[src/rtl/flags_if.sv]
// Signal bundle between the flags controller and its environment: ALU updates,
// interrupt save/restore requests, branch condition queries and register write-back.
interface flags_if;
    logic       alu_valid;
    logic [4:0] alu_mask;
    logic [4:0] flags_alu;
    logic [4:0] flags_cur;
    logic       push_req;
    logic       pop_req;
    logic       cond_req;
    logic [3:0] cond_code;
    logic       ceFlags;
    logic [4:0] flags_wr;
    logic       cond_valid;
    logic       cond_true;
    logic       stack_full;
    logic       stack_empty;
    logic       err_ovf;
    logic       err_unf;

    modport master (
        output alu_valid, alu_mask, flags_alu, flags_cur,
        output push_req, pop_req, cond_req, cond_code,
        input  ceFlags, flags_wr, cond_valid, cond_true,
        input  stack_full, stack_empty, err_ovf, err_unf
    );

    modport slave (
        input  alu_valid, alu_mask, flags_alu, flags_cur,
        input  push_req, pop_req, cond_req, cond_code,
        output ceFlags, flags_wr, cond_valid, cond_true,
        output stack_full, stack_empty, err_ovf, err_unf
    );
endinterface

[src/rtl/flags_ctrl.sv]
// Flags register controller: merges masked ALU updates, saves/restores flags on a
// small LIFO for interrupts, and evaluates branch conditions with write forwarding.
module flags_ctrl #(
    parameter int STACK_DEPTH = 4
) (
    input  logic   clk,
    input  logic   rst,
    flags_if.slave bus
);
    localparam int AW  = $clog2(STACK_DEPTH);
    localparam int SPW = AW + 1;

    logic           ce_reg, ce_next;
    logic [4:0]     wr_reg, wr_next;
    logic [SPW-1:0] sp_reg, sp_next;
    logic           ovf_reg, unf_reg, cv_reg;
    logic [3:0]     code_reg;
    logic [4:0]     stack_mem [STACK_DEPTH];

    logic [4:0]     eff, merged, stack_top;
    logic [AW-1:0]  top_idx;
    logic           full, empty, push_only, pop_only, push_ok, cond_hit;

    // A write still in flight is newer than the register outputs.
    assign eff = ce_reg ? wr_reg : bus.flags_cur;

    genvar gi;
    generate
        for (gi = 0; gi < 5; gi++) begin : g_merge
            assign merged[gi] = bus.alu_mask[gi] ? bus.flags_alu[gi] : eff[gi];
        end
    endgenerate

    assign full      = (sp_reg == SPW'(STACK_DEPTH));
    assign empty     = (sp_reg == '0);
    assign push_only = bus.push_req & ~bus.pop_req;
    assign pop_only  = bus.pop_req & ~bus.push_req;
    assign push_ok   = push_only & ~full;
    assign top_idx   = sp_reg[AW-1:0] - AW'(1);
    assign stack_top = stack_mem[top_idx];

    always_comb begin
        ce_next = 1'b0;
        wr_next = wr_reg;
        sp_next = sp_reg;
        // A pop request suppresses the ALU update even when the stack is empty.
        if (pop_only) begin
            if (!empty) begin
                wr_next = stack_top;
                ce_next = 1'b1;
                sp_next = sp_reg - SPW'(1);
            end
        end else if (bus.alu_valid) begin
            wr_next = merged;
            ce_next = 1'b1;
        end
        if (push_ok) begin
            sp_next = sp_reg + SPW'(1);
        end
    end

    always_ff @(posedge clk) begin
        if (rst) begin
            ce_reg  <= 1'b0;
            wr_reg  <= '0;
            sp_reg  <= '0;
            ovf_reg <= 1'b0;
            unf_reg <= 1'b0;
            cv_reg  <= 1'b0;
        end else begin
            ce_reg <= ce_next;
            wr_reg <= wr_next;
            sp_reg <= sp_next;
            cv_reg <= bus.cond_req;
            if (push_only && full) ovf_reg <= 1'b1;
            if (pop_only && empty) unf_reg <= 1'b1;
        end
    end

    always_ff @(posedge clk) begin
        if (bus.cond_req) code_reg <= bus.cond_code;
    end

    // Saved words carry the pre-update eff, so a same-cycle ALU write is not captured.
    always_ff @(posedge clk) begin
        if (push_ok) stack_mem[sp_reg[AW-1:0]] <= eff;
    end

    always_comb begin
        cond_hit = 1'b0;
        case (code_reg)
            4'd0:  cond_hit = 1'b1;
            4'd1:  cond_hit = eff[1];
            4'd2:  cond_hit = ~eff[1];
            4'd3:  cond_hit = eff[0];
            4'd4:  cond_hit = ~eff[0];
            4'd5:  cond_hit = eff[2];
            4'd6:  cond_hit = ~eff[2];
            4'd7:  cond_hit = eff[3];
            4'd8:  cond_hit = ~eff[3];
            4'd9:  cond_hit = eff[4];
            4'd10: cond_hit = ~eff[4];
            4'd11: cond_hit = eff[2] ^ eff[3];
            4'd12: cond_hit = ~(eff[2] ^ eff[3]);
            4'd13: cond_hit = ~eff[1] & ~(eff[2] ^ eff[3]);
            4'd14: cond_hit = eff[1] | (eff[2] ^ eff[3]);
            default: cond_hit = 1'b0;
        endcase
    end

    assign bus.ceFlags     = ce_reg;
    assign bus.flags_wr    = wr_reg;
    assign bus.cond_valid  = cv_reg;
    assign bus.cond_true   = cv_reg & cond_hit;
    assign bus.stack_full  = full;
    assign bus.stack_empty = empty;
    assign bus.err_ovf     = ovf_reg;
    assign bus.err_unf     = unf_reg;
endmodule
[src/flat_wrapper.sv]
// flat-port wrapper written by rule: the top's interface ports become plain ports
module flags_ctrl_flat 
#(
    parameter int STACK_DEPTH = 4
)
  (clk, rst, bus_alu_valid, bus_alu_mask, bus_flags_alu, bus_flags_cur, bus_push_req, bus_pop_req, bus_cond_req, bus_cond_code, bus_ceFlags, bus_flags_wr, bus_cond_valid, bus_cond_true, bus_stack_full, bus_stack_empty, bus_err_ovf, bus_err_unf);
  flags_if bus_i ();
  input  logic clk;
  input  logic rst;
  input wire logic [$bits(bus_i.alu_valid)-1:0] bus_alu_valid;
  input wire logic [$bits(bus_i.alu_mask)-1:0] bus_alu_mask;
  input wire logic [$bits(bus_i.flags_alu)-1:0] bus_flags_alu;
  input wire logic [$bits(bus_i.flags_cur)-1:0] bus_flags_cur;
  input wire logic [$bits(bus_i.push_req)-1:0] bus_push_req;
  input wire logic [$bits(bus_i.pop_req)-1:0] bus_pop_req;
  input wire logic [$bits(bus_i.cond_req)-1:0] bus_cond_req;
  input wire logic [$bits(bus_i.cond_code)-1:0] bus_cond_code;
  output wire logic [$bits(bus_i.ceFlags)-1:0] bus_ceFlags;
  output wire logic [$bits(bus_i.flags_wr)-1:0] bus_flags_wr;
  output wire logic [$bits(bus_i.cond_valid)-1:0] bus_cond_valid;
  output wire logic [$bits(bus_i.cond_true)-1:0] bus_cond_true;
  output wire logic [$bits(bus_i.stack_full)-1:0] bus_stack_full;
  output wire logic [$bits(bus_i.stack_empty)-1:0] bus_stack_empty;
  output wire logic [$bits(bus_i.err_ovf)-1:0] bus_err_ovf;
  output wire logic [$bits(bus_i.err_unf)-1:0] bus_err_unf;
  assign bus_i.alu_valid = bus_alu_valid;
  assign bus_i.alu_mask = bus_alu_mask;
  assign bus_i.flags_alu = bus_flags_alu;
  assign bus_i.flags_cur = bus_flags_cur;
  assign bus_i.push_req = bus_push_req;
  assign bus_i.pop_req = bus_pop_req;
  assign bus_i.cond_req = bus_cond_req;
  assign bus_i.cond_code = bus_cond_code;
  assign bus_ceFlags = bus_i.ceFlags;
  assign bus_flags_wr = bus_i.flags_wr;
  assign bus_cond_valid = bus_i.cond_valid;
  assign bus_cond_true = bus_i.cond_true;
  assign bus_stack_full = bus_i.stack_full;
  assign bus_stack_empty = bus_i.stack_empty;
  assign bus_err_ovf = bus_i.err_ovf;
  assign bus_err_unf = bus_i.err_unf;
  flags_ctrl #(.STACK_DEPTH(STACK_DEPTH)) u_core (.clk(clk), .rst(rst), .bus(bus_i));
endmodule
[config.mk]
export PLATFORM = sky130hd
export DESIGN_NAME = flags_ctrl_flat
export DESIGN_NICKNAME = d
export VERILOG_FILES = /design/src/rtl/flags_if.sv /design/src/rtl/flags_ctrl.sv /design/src/flat_wrapper.sv
export SDC_FILE = /design/constraint.sdc
export NUM_CORES = 1
export LEC_CHECK = 0
export ABC_CLOCK_PERIOD_IN_PS = 2400
export CAP_MARGIN = 10
export CORE_AREA = 2 2 67 69
export DETAILED_ROUTE_END_ITERATION = 12
export DIE_AREA = 0 0 69 71
export GPL_ROUTABILITY_DRIVEN = 0
export HOLD_SLACK_MARGIN = 0.03
export MAX_ROUTING_LAYER = met4
export PLACE_DENSITY = 0.69
export SYNTH_ARGS = -nofsm -noshare
export SYNTH_HDL_FRONTEND = slang
export SYNTH_SLANG_ARGS = --single-unit
[constraint.sdc]
create_clock -name clk -period 2.4 [get_ports clk]
set_input_delay 0.24 -clock clk [delete_from_list [all_inputs] [get_ports clk]]
set_output_delay 0.24 -clock clk [all_outputs]
set_load 0.05 [all_outputs]
==> qor.yml <==
timing:
  grt_setup_unrepaired: "false"
  whs_ns: 0.4738
  slew_headroom_pct: 64.97
  fin_crit_ns: 2.295
  hold_violations: 0
  worst_pin_slew_ns: 0.5239
  report.final.setup_viol: 0
  drv_slew: 0
  fmax_ghz: 0.4357
  finalCritPeriodShare_pct: 95.62
  fin_worst_skew_ns: 0.006417
  finalSetupTns_ns: 0
detailed_routing:
  drt_first_pass_iters: 4
  antenna_left: 0
  drc: 0
  viasPerCell: 5.342
  dr_total_vias: 1266
  wl_um: 3768
  routedWlPerCell_um: 15.90
  drtIter0Drc: 80
synth:
  syn-num-nets: 171
  yosysUniqueCellTypes: 36
  synth_edf_count: 24
  yosys_warnings: 0
  ys_ff_latch: 36
  syn_inst: 141
  async_reset_ff_share_pct: 0
  synth_ff_type: "edfxtp_1"
  netlist_area_um2: 1793
  syn-mean-instance-area_um2: 12.72
  seq_area_frac_synth_pct: 53.59
power_and_ir_drop:
  p_leak_nw: 0.8518
  ir_drop_v: 0.0004071
  p_per_area_nw_per_um2: 740.6
cells_and_area:
  design_area_um2: 2321
  fin_util_pct: 55.21
  largest_reg_flops: 20
  stdcell_count: 237
  post_route_cells_drive_above_1_share_pct: 17.30
  nNetsFinal: 214
  area_growth_pct: 29.45
  diodes: 0
floorplan:
  die_w_um: 69
  io_pins: 37
  start_util_pct: 42.65
  coreArea_um2: 4204
  dieArea_um2: 4899
  die_y_um: 71
  rows: 24
cts:
  htree_levels: 2
  path_clk_slew_ns: 0.07
  cts.path.max_buffers: 2
  postCtsSetupRepairBufs: 0
  ctsRootBufferMaster: "clkbuf_8"
  clk_latency_ns: 0.28
  cts_hold_buf: 0
  cts_tree: "done"
  cts.sinks: 36
  cts_made_buffers: 5
critical_path:
  crit_type: "reg -> out"
  crit_required_ns: 2.16
  worstPathArrival_ns: 2.05
  critPathLaunchType: "flop"
  crit_fanout: 5
  r2r_slack_ns: 0.35
  endpoint_kind: "output pin"
grt:
  grt_pass1_vias: 1257
  grt-busiest-layer: "met2"
  use_met1_pct: 20.94
  grt_pass1_wl_um: 6085
  use_met2_pct: 26.50
  track_usage_pct: 16.91
  antenna_found_initial: 0
  use_met3_pct: 4.416
  grt_max_degree: 13
  overflow: 0
place:
  placed_cell_area_um2: 2235
  hpwl_um: 2803
  numPortBuffers: 36
  numPlacedInstances: 229
worst_hold_path:
  worst_hold_path_type: "reg -> reg"
run_status:
  status: "finished, final reports clean"
run:
  max-cap-violations: 0
-- cell usage in the layout, fill, tap and decap left out, types with 2 or more instances in the layout --
| cell | synthesis | routed |
|---|---|---|
| edfxtp_1 | 24 | 24 |
| clkbuf_8 | 0 | 5 |
| ha_1 | 4 | 4 |
| buf_4 | 2 | 7 |
| nor2b_1 | 4 | 4 |
| o21ai_0 | 4 | 4 |
| nand2_1 | 9 | 9 |
| a211o_1 | 4 | 4 |
| clkdlybuf4s50_1 | 0 | 34 |
| inv_1 | 4 | 4 |
| mux2_4 | 4 | 4 |
| dfxtp_1 | 12 | 11 |
| a211oi_1 | 3 | 3 |
| a21oi_1 | 6 | 6 |
| clkbuf_1 | 2 | 2 |
| nor2_1 | 13 | 13 |
| nand2b_1 | 4 | 4 |
| mux2i_1 | 9 | 9 |
| and3_1 | 3 | 3 |
| mux2_2 | 4 | 4 |
| xnor2_1 | 3 | 3 |
| nor3_1 | 2 | 2 |
| mux4_2 | 5 | 5 |
-- power by group --
group	total, mW	internal, mW	leakage [nW]	switching, mW
combinational	0.556	0.254	0.488	0.302
sequential	0.759	0.721	0.321	0.0383
clock	0.403	0.203	0.0422	0.200
-- through the flow --
stage          worst slack, ns  power [mW]
2_1_floorplan          0.02552       1.134
3_3_place_gp            0.2735       1.310
3_5_place_dp            0.2290       1.326
4_1_cts                0.06355       1.734
5_1_grt                0.01945       1.806
6_report                0.1050       1.719
-- critical path, cell delays in order (launching register included) --
cell and delay, ns:
dfxtp_1 0.36, inv_1 0.10, ha_1 0.23, nand2_1 0.16
inv_1 0.11, clkdlybuf4s50_1 0.80
-- synth_stat cells (3+ instances only) --
master	count	share of area, %
a211o_1	4	2.0
a211oi_1	3	1.3
a21oi_1	6	1.7
and3_1	3	1.0
dfxtp_1	12	13
edfxtp_1	24	40
ha_1	4	2.8
inv_1	4	0.84
mux2_2	4	2.5
mux2_4	4	3.3
mux2i_1	9	5.0
mux4_2	5	6.3
nand2_1	9	1.9
nand2b_1	4	1.4
nor2_1	13	2.7
nor2b_1	4	1.4
o21ai_0	4	1.1
xnor2_1	3	1.5
-- logic make-up (layout without fill, tap and decap cells) --
logic type               after synthesis  in the layout  synth area share, %
multiplexers                          22             22                17.17
adder cells (fa/ha/maj)                5              5                3.908
AO/OA/AOI/OAI                         24             24                9.630
XOR/XNOR                               3              3                1.466
AND/OR/NAND/NOR                       40             40                10.96
flip-flops                            36             36                53.59
buffers and inverters                 11             55                3.279
-- worst paths after layout --
| check | from | end | cells past startpoint |
|---|---|---|---|
| max | u_core.sp_reg[1] | bus_stack_full | 5 |
| min | u_core.bus.err_unf | u_core.bus.err_unf | 2 |
| max reg2reg | u_core.sp_reg[1] | u_core.sp_reg[2] | 8 |
| min reg2reg | u_core.bus.err_unf | u_core.bus.err_unf | 2 |
-- final cells by class --
type / instances / area, µm²
timing repair buffer: 43 / 424.2
multi-input combinational: 94 / 773.2
clock buffer: 7 / 76.32
sequential: 36 / 962.2
fill: 368 / 1883
tap: 52 / 65.06
clock inverter: 1 / 5.005
inverter: 4 / 15.01
-- layer usage --
| metal | share of wire [%] | vias up |
|---|---|---|
| li1 | - | 610 |
| met1 | 43 | 616 |
| met2 | 51 | 36 |
| met3 | 4.8 | 4 |
| met4 | 1.3 | 0 |
| met5 | 0 | - |
-- what timing repair did --
item,4_1_cts,5_1_grt
resized for setup,0,2
setup endpoints to repair,0,1
endpoints found under the hold margin,0,0
No activity file was read; power rests on OpenSTA's default activity.
